File: config.mk
export PLATFORM = sky130hd
export DESIGN_NAME = jk_cmd_seq
export DESIGN_NICKNAME = d
export VERILOG_FILES = /design/src/rtl/jk_pkg.sv /design/src/rtl/jk_cmd_fifo.sv /design/src/rtl/jk_cmd_seq.sv
export SDC_FILE = /design/constraint.sdc
export NUM_CORES = 1
export LEC_CHECK = 0
export ABC_CLOCK_PERIOD_IN_PS = 3800
export CAP_MARGIN = 20
export CORE_MARGIN = 5
export CORE_UTILIZATION = 35
export CTS_CLUSTER_DIAMETER = 40
export CTS_CLUSTER_SIZE = 14
export DETAILED_ROUTE_END_ITERATION = 10
export GPL_ROUTABILITY_DRIVEN = 1
export PLACE_DENSITY_LB_ADDON = 0.15
export SYNTH_ARGS = -nofsm -noshare
export SYNTH_HDL_FRONTEND = slang
export SYNTH_HIERARCHICAL = 1
export SYNTH_SLANG_ARGS = --single-unit
File: constraint.sdc
create_clock -name clk -period 3.8 [get_ports clk]
set_clock_uncertainty 0.2 [all_clocks]
set_input_delay 0.38 -clock clk [delete_from_list [all_inputs] [get_ports clk]]
set_output_delay 0.38 -clock clk [all_outputs]
set_load 0.03 [all_outputs]
File: src/rtl/jk_pkg.sv
// Shared opcodes, sequencer state encoding and the JK next-state rule used by
// the command sequencer that drives a downstream jk_ff.
package jk_pkg;

    localparam logic [1:0] OP_HOLD = 2'b00;
    localparam logic [1:0] OP_CLR  = 2'b01;
    localparam logic [1:0] OP_SET  = 2'b10;
    localparam logic [1:0] OP_TGL  = 2'b11;

    typedef enum logic [0:0] {
        StIdle,
        StDrive
    } seq_state_e;

    function automatic logic jk_next(input logic q, input logic [1:0] jk);
        logic q_n;
        unique case (jk)
            OP_HOLD: q_n = q;
            OP_CLR:  q_n = 1'b0;
            OP_SET:  q_n = 1'b1;
            OP_TGL:  q_n = ~q;
            default: q_n = q;
        endcase
        return q_n;
    endfunction

endpackage

File: src/rtl/jk_cmd_fifo.sv
// Synchronous command FIFO; head entry is visible on dout_o without a pop.
// A full FIFO refuses a push even when a pop happens in the same cycle.
module jk_cmd_fifo #(
    parameter int unsigned DEPTH = 4,
    parameter int unsigned WIDTH = 6
) (
    input  logic             clk,
    input  logic             reset,
    input  logic             push_i,
    input  logic [WIDTH-1:0] din_i,
    input  logic             pop_i,
    output logic [WIDTH-1:0] dout_o,
    output logic             full_o,
    output logic             empty_o
);

    localparam int unsigned AW = $clog2(DEPTH);

    logic [WIDTH-1:0] mem_q [DEPTH];
    logic [AW-1:0]    wr_ptr_q;
    logic [AW-1:0]    rd_ptr_q;
    logic [AW:0]      cnt_q;
    logic             do_push;
    logic             do_pop;

    always_comb begin
        full_o  = (cnt_q == (AW+1)'(DEPTH));
        empty_o = (cnt_q == '0);
        do_push = push_i && !full_o;
        do_pop  = pop_i && !empty_o;
        dout_o  = mem_q[rd_ptr_q];
    end

    always_ff @(posedge clk) begin
        if (reset) begin
            wr_ptr_q <= '0;
            rd_ptr_q <= '0;
            cnt_q    <= '0;
        end else begin
            if (do_push) begin
                wr_ptr_q <= wr_ptr_q + AW'(1);
            end
            if (do_pop) begin
                rd_ptr_q <= rd_ptr_q + AW'(1);
            end
            cnt_q <= cnt_q + (AW+1)'(do_push) - (AW+1)'(do_pop);
        end
    end

    // Storage carries no reset; contents are only read once the count says valid.
    always_ff @(posedge clk) begin
        if (do_push) begin
            mem_q[wr_ptr_q] <= din_i;
        end
    end

endmodule

File: src/rtl/jk_cmd_seq.sv
// Command sequencer: replays buffered {op,count} commands as j/k held for count+1
// cycles with no bubbles, and flags any divergence of the fed-back q from a local model.
module jk_cmd_seq
    import jk_pkg::*;
#(
    parameter int unsigned DEPTH = 4,
    parameter int unsigned CNT_W = 4
) (
    input  logic             clk,
    input  logic             reset,
    input  logic             cmd_valid,
    output logic             cmd_ready,
    input  logic [1:0]       cmd_op,
    input  logic [CNT_W-1:0] cmd_count,
    input  logic             q_fb,
    input  logic             check_en,
    output logic             j,
    output logic             k,
    output logic             busy,
    output logic             done,
    output logic             err
);

    localparam int unsigned W = 2 + CNT_W;

    seq_state_e       state_q;
    logic [CNT_W-1:0] rem_q;
    logic             j_q;
    logic             k_q;
    logic             busy_q;
    logic             done_q;
    logic             err_q;
    logic             q_pred_q;

    logic [W-1:0]     fifo_dout;
    logic             fifo_full;
    logic             fifo_empty;
    logic             pop;
    logic [1:0]       head_op;
    logic [CNT_W-1:0] head_cnt;

    jk_cmd_fifo #(
        .DEPTH (DEPTH),
        .WIDTH (W)
    ) u_fifo (
        .clk     (clk),
        .reset   (reset),
        .push_i  (cmd_valid),
        .din_i   ({cmd_op, cmd_count}),
        .pop_i   (pop),
        .dout_o  (fifo_dout),
        .full_o  (fifo_full),
        .empty_o (fifo_empty)
    );

    always_comb begin
        cmd_ready = !fifo_full;
        head_op   = fifo_dout[W-1 -: 2];
        head_cnt  = fifo_dout[CNT_W-1:0];
        // Pop when idle, or on the last drive cycle so the next command follows with no gap.
        pop       = !fifo_empty && ((state_q == StIdle) || (rem_q == '0));
    end

    always_ff @(posedge clk) begin
        if (reset) begin
            state_q  <= StIdle;
            rem_q    <= '0;
            j_q      <= 1'b0;
            k_q      <= 1'b0;
            busy_q   <= 1'b0;
            done_q   <= 1'b0;
            err_q    <= 1'b0;
            q_pred_q <= 1'b0;
        end else begin
            q_pred_q <= jk_next(q_pred_q, {j_q, k_q});
            err_q    <= err_q | (check_en && (q_fb != q_pred_q));
            if (pop) begin
                state_q      <= StDrive;
                {j_q, k_q}   <= head_op;
                rem_q        <= head_cnt;
                busy_q       <= 1'b1;
                done_q       <= (head_cnt == '0);
            end else if ((state_q == StDrive) && (rem_q != '0)) begin
                rem_q  <= rem_q - CNT_W'(1);
                done_q <= (rem_q == CNT_W'(1));
            end else begin
                state_q <= StIdle;
                j_q     <= 1'b0;
                k_q     <= 1'b0;
                busy_q  <= 1'b0;
                done_q  <= 1'b0;
            end
        end
    end

    always_comb begin
        j    = j_q;
        k    = k_q;
        busy = busy_q;
        done = done_q;
        err  = err_q;
    end

endmodule

After elaboration in Yosys (flattened, before gate mapping)
Memories as Yosys holds them, arrays and structs flattened. A register that Yosys moved wholly into a read port is not among the register bits.
Index checks and enable logic that the tools add are counted.
{ "word_totals": {"reg_bits": 17, "latchBits": 0, "mem_bits_rw": 24, "rom_bits": 0, "in_bits": 11, "output_inout_bits": 6, "elab_cells": 53, "memories": 1} }
{ "mem_list": {"columns": ["name", "words", "word_bits", "read_ports", "rd_ports_with_merged_regs", "write_ports", "line_no", "rtl"], "rows": [
  ["u_fifo.mem_q", 4, 6, 1, 1, 1, "jk_cmd_fifo.sv:19", "logic [WIDTH-1:0] mem_q [DEPTH];"]
]} }
{ "classes": {"add_sub_neg": 5, "n_mul": 0, "div": 0, "n_lt_le_gt_ge": 0, "eq_ne": 7, "shift": 0, "muxes": 13, "bitwise": 3, "reduce_logical": 14} }
{ "ops": {"columns": ["op", "count"], "rows": [
  ["$logic_not A4 Y1", 2],
  ["$mux W1", 8],
  ["$mux W4", 2],
  ["$logic_and A1 B1 Y1", 5],
  ["$add A2 B1 Y2 const B", 2],
  ["$eq A2 B2 Y1 const B", 2],
  ["$eq A4 B1 Y1 const B", 1],
  ["$mux W2", 2],
  ["$reduce_bool A4 Y1", 1],
  ["$sub A4 B1 Y4 const B", 1],
  ["$add A3 B1 Y3", 1],
  ["$eq A3 B3 Y1 const B", 1],
  ["$logic_not A3 Y1", 1],
  ["$pmux W1 S3", 1],
  ["$sub A3 B1 Y3", 1],
  ["$eq A2 B1 Y1 const B", 1],
  ["$logic_not A1 Y1", 2],
  ["$logic_not A2 Y1", 1],
  ["$ne A2 B1 Y1 const B", 1],
  ["$not A1 Y1", 2],
  ["$reduce_bool A2 Y1", 1],
  ["$logic_or A1 B1 Y1", 1],
  ["$ne A1 B1 Y1", 1],
  ["$or A1 B1 Y1", 1]
]} }

Logic depth before layout (Yosys ltp)
Gate-level depths: netlist (run 1).
{ "depth": {"ltp_word": 6, "mapped_depth": 14, "depth_no_buf": 13} }

Hierarchy
The synthesis (run 1) kept the hierarchy.
{ "modules_own_cells": {"columns": ["module", "instances", "cells_per_inst", "area_each_um2", "seq_area_each_um2"], "rows": [
  ["jk_cmd_fifo", 1, 82, 1345.0, 900.9],
  ["jk_cmd_seq", 1, 62, 538.0, 200.2]
]} }

Least setup slack after synthesis (run 1)
OpenSTA, ideal clock, no wires.
{ "synth_path": {"kind": "flip-flop to flip-flop", "start": "register rem_q[0]", "end": "register u_fifo.cnt_q[2]", "setup_time_ps": 125, "arrival_time_ps": 2392, "required_time_ps": 3475, "path_slack_ps": 1084, "path_stages_with_launch": 15, "path_buffers": 1, "synth_period_minus_slack_ps": 2716, "path_cell_list": "dfxtp_1 -> inv_1 -> ha_1 -> or3b_1 -> buf_2 -> a21oi_2 -> o31ai_2 -> inv_1 -> ha_1 -> inv_1 -> ha_1 -> fa_1 -> xnor2_1 -> xnor2_1 -> nor2_1"} }
{ "synth_between": {"elab_chain_cells": 5} }
{ "synth_lines": {"columns": ["item", "line_no", "rtl"], "rows": [
  ["start, declared", "jk_cmd_seq.sv:27", "logic [CNT_W-1:0] rem_q;"],
  ["start signal, assigned", "jk_cmd_seq.sv:80", "rem_q <= head_cnt;"],
  ["start signal, assigned", "jk_cmd_seq.sv:84", "rem_q <= rem_q - CNT_W'(1);"],
  ["$logic_not A4 Y1", "jk_cmd_seq.sv:61", "pop = !fifo_empty && ((state_q == StIdle) || (rem_q == '0));"],
  ["$logic_or A1 B1 Y1", "jk_cmd_seq.sv:61", null],
  ["$logic_and A1 B1 Y1", "jk_cmd_seq.sv:61", null],
  ["net pop", "jk_cmd_seq.sv:38", "logic pop;"],
  ["$logic_and A1 B1 Y1", "jk_cmd_fifo.sv:30", "do_pop = pop_i && !empty_o;"],
  ["net u_fifo.do_pop", "jk_cmd_fifo.sv:24", "logic do_pop;"],
  ["$sub A3 B1 Y3", "jk_cmd_fifo.sv:46", "cnt_q <= cnt_q + (AW+1)'(do_push) - (AW+1)'(do_pop);"],
  ["end signal, assigned", "jk_cmd_fifo.sv:46", null],
  ["end, declared", "jk_cmd_fifo.sv:22", "logic [AW:0] cnt_q;"]
]} }
The timed path passes the listed nets, and every way through them passes these cells.
A chain may end at the register's enable or synchronous reset.

Worst setup path in the final report (run 1)
Same ends and word-level chain as after synthesis.

==> reports/qor_table.md, run 1 <==
| Group | Result | Reported |
|:---|:---|:---|
| placement | Detailed placer's ending HPWL | 2320 um |
| synthesis | Post-Synthesis Mean Instance Area | 13.1 um2 |
| critical path | Worst path required time | 3.76 ns |
| layout | Combined area of the multi-input logic cells | 703 um2 |
| timing | Total of endpoints with negative setup slack in the final report | 0 |
| critical path | Largest stage delay, worst path | 0.48 ns |
| timing | Peak Freq | 339 MHz |
| synthesis | Yosys Warn Count | 6 |
| global routing | Maximum number of pins on one net before global-route repair | 21 |
| power and ir drop | Max VDD drop | 0.276 mV |
| synthesis | Most instantiated cells after synthesis | sky130_fd_sc_hd__edfxtp_1, sky130_fd_sc_hd__dfxtp_1, sky130_fd_sc_hd__inv_1 |
| clock network | Number of gates resized after cts | 0 |
| timing | Max-slew violations | 0 |
| clock network | Clock H-tree levels | 2 |
| global routing | Number of antenna violations at the first check in global routing | 0 |
| placement | Number of port buffers | 16 |
| power and ir drop | Switching power total | 0.000577 W |
| critical path | Slowest cell on crit path | sky130_fd_sc_hd__or3b_1 |
| synthesis | Combinational family with the most area after synthesis | simple AND/OR/NAND/NOR gates |
| synthesis | Total of flip-flops plus latches after synthesis | 43 |
| clock network | Buffer count from post-CTS setup fixing | 0 |
| layout | Antenna diode count | 0 |
| synthesis | Post-synth top area share | 38.3% |
| clock network | Post-CTS clock slew at the launch and capture registers of the worst setup and hold paths | 0.09 ns |
| power and ir drop | Portion of total power attributed to sequential cells | 42.2% |
| timing | Hold violation total from the final report | 0 |
| synthesis | Mux share of post-synthesis cell area | 8.24% |
| critical path | Depth of the worst register-to-register path | 13 |
| clock network | Bufs on Longest Clock Path | 2 |
| timing | Max-Slew Margin vs Limit | 48.9% |
| power and ir drop | Areal power density over the cells | 738 nW/um2 |
| power and ir drop | Reported leakage power | 0.783 nW |
| job | Number of maximum-capacitance violations | 0 |
| detailed routing | Via density per instance | 4.94 |
| critical path | Critical path fanouts, max | 6 |
| power and ir drop | Part of the power in combinational logic | 35.7% |
| timing | Post-route clock period utilization | 77.6% |
| detailed routing | WL/cell | 14.0 um |
| synthesis | Post-synthesis share of cell area spent on and, or, nand and nor gates | 11.6% |
| detailed routing | Antenna Nets Post-Route | 0 |
| timing | Worst hold slack after final layout | 0.271 ns |
| critical path | Crit path kind | reg2reg |
| synthesis | Synth Area in XOR/XNOR | 1.86% |
| die | I/O pin count | 17 |
| layout | Layout-stage area growth over the synthesis result | 18.3% |
| die | Height of the die | 83.4 um |
| clock network | Latest clock arrival within the worst-skew pair | 0.29 ns |
| synthesis | Library cell with the highest instance count after synthesis | sky130_fd_sc_hd__edfxtp_1 |
| die | Starting density of the core | 36.4% |
| critical path | Critical-path cell list | inv_1, ha_1, or3b_1, a21oi_2, o31ai_2, inv_1, ha_1, inv_1, ha_1, fa_1, xnor2_1, xnor2_1, nor2_1 |
| synthesis | Number of enable-type register cells in the synthesized netlist | 24 |
| die | DIE AREA | 6950 um2 |
| synthesis | Cells after synthesis | 144 |
| synthesis | Sequential-to-total area share from yosys stat | 58.5% |
| global routing | Vias in the first global route | 1,109 |
| timing | Unrepaired setup endpoints after global routing | no |
| critical path | Setup crit end kind | register |
| global routing | All-layer global routing usage | 9.76% |
| timing | Worst Tran Pin Value | 0.764 ns |
| die | Die boundary width | 83.4 um |
| detailed routing | First drt pass iteration count | 4 |
| placement | Final weighted congestion in routability-driven placement | 0.856 |
| synthesis | Post-synthesis async set-or-reset flop share | 0% |
| timing | Clock period minus final worst setup slack | 2.95 ns |
| synthesis | Ranking of synthesized cells by area | sky130_fd_sc_hd__edfxtp_1, sky130_fd_sc_hd__dfxtp_1, sky130_fd_sc_hd__mux4_2, sky130_fd_sc_hd__ha_1, sky130_fd_sc_hd__inv_1 |
| clock network | Number of hold buffers added after CTS | 0 |
| detailed routing | Via count | 1,151 |
| detailed routing | Violation count after the first detailed-routing iteration | 55 |
| die | Number of cell rows | 26 |
| power and ir drop | P_int | 0.00107 W |
| layout | Sequential cell area | 1100 um2 |
| critical path | Kind of start point of the critical path | register |
| timing | Total negative slack | 0 ns |
| synthesis | Net count of the mapped netlist | 164 |
| layout | Fraction of layout cells with a size suffix above 1 | 14.1% |
| synthesis | Synth Area in Compound Gates | 9.24% |
| outcome | Status | completed |
| clock network | TritonCTS clock tree | built |
| layout | # fillers | 484 |
| worst hold path | Type of the tightest min-delay check | reg2reg |
| power and ir drop | Clk pwr share | 22.1% |
| global routing | Overflow after GRT | 0 |
| clock network | Clock tree sinks | 43 |
| synthesis | Synth Cell Area | 1880 um2 |
| detailed routing | Drt drc | 0 |
| power and ir drop | Switching share of power | 35.1% |
| synthesis | Top FF cell, synth | sky130_fd_sc_hd__edfxtp_1 |
| clock network | Root buffer cell | sky130_fd_sc_hd__clkbuf_8 |
| detailed routing | Total wire length after detailed routing | 3270 um |
| synthesis | Biggest area consumer among synthesized cells | sky130_fd_sc_hd__edfxtp_1 |
| synthesis | Adder-cell area share of the yosys netlist | 6.38% |
| synthesis | Count of distinct cell types in the synthesized netlist | 41 |
| global routing | Wire length of the first global-routing pass | 5420 um |
| critical path | Worst endpoint data arrival time | 2.91 ns |
| clock network | CTS Buf Count | 5 |
| die | Placeable core region | 5170 um2 |
| layout | Nets | 182 |
| worst hold path | Hold-critical path depth | 1 |
flip-flops by register name, indices dropped and copies added, names as in the netlist, named ones only:
name and count:
u_fifo/mem_q 24, rem_q 4, u_fifo/cnt_q 3, u_fifo/rd_ptr_q 2, u_fifo/wr_ptr_q 2, busy 1, done 1, err 1
j 1, k 1, q_pred_q 1
per-layer routing:
metal	vias to the layer above	GRT usage, %	share of wire [%]
met5	-	0	0
met4	0	3.12	0.98
li1	559	-	-
met3	4	2.77	3.8
met1	570	12.2	45
met2	18	16.2	51
path summary, 6_finish.rpt:
kind | from | end | slack, ns
setup / recovery | rem_q[0] | u_fifo/cnt_q[2] | 0.85
hold / removal | k | q_pred_q | 0.27
setup reg to reg | rem_q[0] | u_fifo/cnt_q[2] | 0.85
hold reg to reg | k | q_pred_q | 0.27
layout by cell type (no fill, tap or decap), types with 2 or more instances in the layout:
cell / Yosys / layout
sky130_fd_sc_hd__edfxtp_1: 24 / 24
sky130_fd_sc_hd__a31oi_1: 3 / 3
sky130_fd_sc_hd__a21oi_1: 7 / 7
sky130_fd_sc_hd__o21ai_0: 3 / 3
sky130_fd_sc_hd__dfxtp_1: 19 / 19
sky130_fd_sc_hd__inv_1: 14 / 14
sky130_fd_sc_hd__xor2_1: 2 / 2
sky130_fd_sc_hd__o211ai_1: 3 / 3
sky130_fd_sc_hd__nand2b_1: 3 / 3
sky130_fd_sc_hd__ha_1: 8 / 8
sky130_fd_sc_hd__nor2b_1: 4 / 4
sky130_fd_sc_hd__mux4_2: 6 / 6
sky130_fd_sc_hd__nand3_1: 3 / 3
sky130_fd_sc_hd__mux2i_1: 2 / 2
sky130_fd_sc_hd__nor2_1: 6 / 6
sky130_fd_sc_hd__or3_1: 2 / 2
sky130_fd_sc_hd__clkdlybuf4s50_1: 0 / 16
sky130_fd_sc_hd__nand2_1: 3 / 3
sky130_fd_sc_hd__clkbuf_8: 0 / 5
sky130_fd_sc_hd__and2_1: 4 / 4
sky130_fd_sc_hd__xnor2_1: 2 / 2
layout make-up:
class,count,area share [%]
clock buffers,5,3.09
clock inverters,3,2.08
repair buffers,17,7.53
inverters,14,2.36
flip-flops and latches,43,49.4
multi-input cells,81,31.6
well taps,70,3.93
power groups by stage:
stage	Combinational, W	Sequential (W)	Clock, W
2_1_floorplan	0.000458	0.000685	0
4_1_cts	0.000594	0.000695	0.000371
3_3_place_gp	0.000583	0.000702	0
6_report	0.000587	0.000694	0.000362
5_1_grt	0.000656	0.000711	0.000393
3_5_place_dp	0.000590	0.000706	0
critical path: cells and delay by family, from the launching register on:
family,cells,cell delay [ns]
xor+xnor,2,0.31
flops,1,0.36
simple gates,2,0.53
buf+inv,3,0.18
compound gates,2,0.35
fa+ha+maj,4,0.87
per-stage QoR:
stage | std cells | instance area, um2 | power (W) | utilization, % | setup slack [ns]
finish | 233 | 2230 | 0.00164 | 43.1 | 0.852
global route | 233 | 2230 | 0.00176 | 43.1 | 0.633
CTS | 233 | 2230 | 0.00166 | 43.1 | 0.835
detailed placement | 225 | 2110 | 0.00130 | 40.8 | 0.858
global placement | 225 | 2110 | 0.00129 | 40.8 | 0.967
floorplan | 144 | 1880 | 0.00114 | - | 1.08
cells by family after synthesis:
group           after synthesis
flops                        43
simple gates                 35
compound gates               25
buf+inv                      20
fa+ha+maj                     9
mux                           8
xor+xnor                      4
(Power assumes the default switching activity.)
==> run 2: changes to the inputs <==
- ABC_CLOCK_PERIOD_IN_PS: 3800 -> 2700
- clock period: 3.8 -> 2.7 ns (I/O delays scaled with it)
==> reports/qor_table.md, run 2 (synthesis gave the netlist of run 1 again) <==
| Group | Result | Reported | vs previous |
|:---|:---|:---|:---|
| outcome | Status | completed | unchanged |
| global routing | Vias in the first global route | 1,249 | was 1,109 |
| detailed routing | First drt pass iteration count | 4 | unchanged |
| clock network | Number of hold buffers added after CTS | 0 | unchanged |
| global routing | Overflow after GRT | 0 | unchanged |
| layout | Most frequent standard cell in the layout excluding fill and tap cells | sky130_fd_sc_hd__edfxtp_1 | unchanged |
| timing | Unrepaired setup endpoints after global routing | yes | was no |
| clock network | Clock tree sinks | 43 | unchanged |
| clock network | Latest clock arrival within the worst-skew pair | 0.29 ns | about the same |
| global routing | Maximum number of pins on one net before global-route repair | 16 | was 21 |
| die | Die boundary width | 83.4 um | unchanged |
| die | Height of the die | 83.4 um | unchanged |
| layout | Number of flip-flops in the largest register | 24 | unchanged |
| timing | Worst Tran Pin Value | 0.467 ns | was 0.764 ns |
| power and ir drop | Areal power density over the cells | 1090 nW/um2 | was 738 nW/um2 |
| die | I/O pin count | 17 | unchanged |
| placement | Total placed instance area | 2200 um2 | was 2110 um2 |
| detailed routing | Total wire length after detailed routing | 3510 um | was 3270 um |
| die | DIE AREA | 6950 um2 | unchanged |
| layout | Antenna diode count | 0 | unchanged |
| power and ir drop | Reported leakage power | 0.853 nW | was 0.783 nW |
| layout | Most used cells in the layout excluding fill and tap cells | sky130_fd_sc_hd__edfxtp_1, sky130_fd_sc_hd__dfxtp_1, sky130_fd_sc_hd__clkdlybuf4s50_1 | unchanged |
| critical path | Critical path fanouts, max | 2 | was 6 |
| global routing | Number of antenna violations at the first check in global routing | 0 | unchanged |
| placement | Detailed placer's ending HPWL | 2550 um | was 2320 um |
| clock network | Post-CTS clock slew at the launch and capture registers of the worst setup and hold paths | 0.09 ns | about the same |
| timing | Max-slew violations | 0 | unchanged |
| detailed routing | Via count | 1,183 | was 1,151 |
| layout | Fraction of layout cells with a size suffix above 1 | 24.6% | was 14.1% |
| die | Placeable core region | 5170 um2 | unchanged |
| clock network | TritonCTS clock tree | built | unchanged |
| critical path | Worst path required time | 2.69 ns | was 3.76 ns |
| detailed routing | Antenna Nets Post-Route | 0 | unchanged |
| detailed routing | Drt drc | 0 | unchanged |
| layout | Final design utilization | 45.7% | was 43.1% |
| die | Starting density of the core | 36.4% | unchanged |
| timing | Peak Freq | 383 MHz | was 339 MHz |
| global routing | All-layer global routing usage | 10.3% | was 9.76% |
| power and ir drop | Max VDD drop | 0.462 mV | was 0.276 mV |
| timing | Max-Slew Margin vs Limit | 68.8% | was 48.9% |
| layout | Layout-stage area growth over the synthesis result | 25.5% | was 18.3% |
| clock network | Clock H-tree levels | 2 | unchanged |
| critical path | Setup crit end kind | register | unchanged |
| layout | Nets | 194 | was 182 |
| timing | Total of endpoints with negative setup slack in the final report | 0 | unchanged |
| die | Number of cell rows | 26 | unchanged |
| job | Number of maximum-capacitance violations | 0 | unchanged |
| worst hold path | Type of the tightest min-delay check | reg2reg | unchanged |
| clock network | Root buffer cell | sky130_fd_sc_hd__clkbuf_8 | unchanged |
| timing | Post-route clock period utilization | 96.7% | was 77.6% |
| detailed routing | WL/cell | 14.3 um | was 14.0 um |
| layout | Biggest regs | u_fifo/mem_q: 24 flops, rem_q: 4 flops, u_fifo/cnt_q: 3 flops | unchanged |
| layout | Most flops, register | u_fifo/mem_q | unchanged |
| timing | Hold violation total from the final report | 0 | unchanged |
| layout | Post-route cell area | 2360 um2 | was 2230 um2 |
| timing | Worst hold slack after final layout | 0.290 ns | was 0.271 ns |
| timing | Total negative slack | 0 ns | unchanged |
| timing | Clock period minus final worst setup slack | 2.61 ns | was 2.95 ns |
| clock network | CTS Buf Count | 5 | unchanged |
| global routing | Wire length of the first global-routing pass | 5820 um | was 5420 um |
| clock network | Bufs on Longest Clock Path | 2 | unchanged |
| placement | Final weighted congestion in routability-driven placement | 0.775 | was 0.856 |
| layout | # fillers | 468 | was 484 |
| critical path | Crit path kind | reg2reg | unchanged |
| detailed routing | Violation count after the first detailed-routing iteration | 44 | was 55 |
| critical path | Worst endpoint data arrival time | 2.60 ns | was 2.91 ns |
| detailed routing | Via density per instance | 4.83 | was 4.94 |
| critical path | Kind of start point of the critical path | register | unchanged |
| placement | Number of port buffers | 16 | unchanged |
-- run 2: stage by stage --
step / total power, W / std cells / worst slack [ns]
global placement: 0.00194 / 235 / 0.0881
global route: 0.00275 / 245 / -0.0376
finish: 0.00257 / 245 / 0.0902
detailed placement: 0.00197 / 235 / -0.00548
floorplan: 0.00165 / 144 / 0.00241
CTS: 0.00251 / 243 / 0.00363
-- run 2: where the power goes --
group          switching [W]  internal, W
registers           0.000120     0.000826
logic               0.000539     0.000569
clock network       0.000236     0.000281
total               0.000894      0.00168
-- run 2: final cells by class --
class                      count  area [um2]  area share, %
multi-input combinational     81         747           31.6
inverter                      14        52.6           2.22
clock buffer                   5        68.8           2.91
clock inverter                 3        47.5           2.01
tap                           70        87.6           3.71
timing repair buffer          29         258           10.9
sequential                    43        1100           46.6
-- run 2: final timing paths --
path,startpoint,end,slack [ns],cells past startpoint
min,k,q_pred_q,0.29,1
min reg2reg,k,q_pred_q,0.29,1
max,rem_q[1],u_fifo/cnt_q[2],0.09,13
max reg2reg,rem_q[1],u_fifo/cnt_q[2],0.09,13
-- run 2: critical path: stages, from the launching register on --
cell and delay, ns:
sky130_fd_sc_hd__dfxtp_2 0.33, sky130_fd_sc_hd__inv_2 0.08, sky130_fd_sc_hd__ha_4 0.13, sky130_fd_sc_hd__or3b_4 0.39, sky130_fd_sc_hd__a21oi_4 0.19, sky130_fd_sc_hd__o31ai_4 0.09
sky130_fd_sc_hd__inv_1 0.06, sky130_fd_sc_hd__ha_1 0.11, sky130_fd_sc_hd__inv_1 0.04, sky130_fd_sc_hd__ha_2 0.17, sky130_fd_sc_hd__fa_2 0.37, sky130_fd_sc_hd__xnor2_2 0.14
sky130_fd_sc_hd__xnor2_1 0.16, sky130_fd_sc_hd__nor2_1 0.05
-- run 2: what timing repair did --
| item | in CTS | in global routing |
|---|---|---|
| setup buffers | 0 | 2 |
| setup endpoints to repair | 1 | 1 |
| resized for setup | 1 | 8 |
| pin swaps | 0 | 5 |
-- run 2: layer usage --
layer	vias up	global-route usage, %	wire, um
met5	-	0	0
met4	0	3.57	47
met3	6	3.07	168
met2	28	17.3	1750
met1	567	12.6	1540
li1	582	-	-
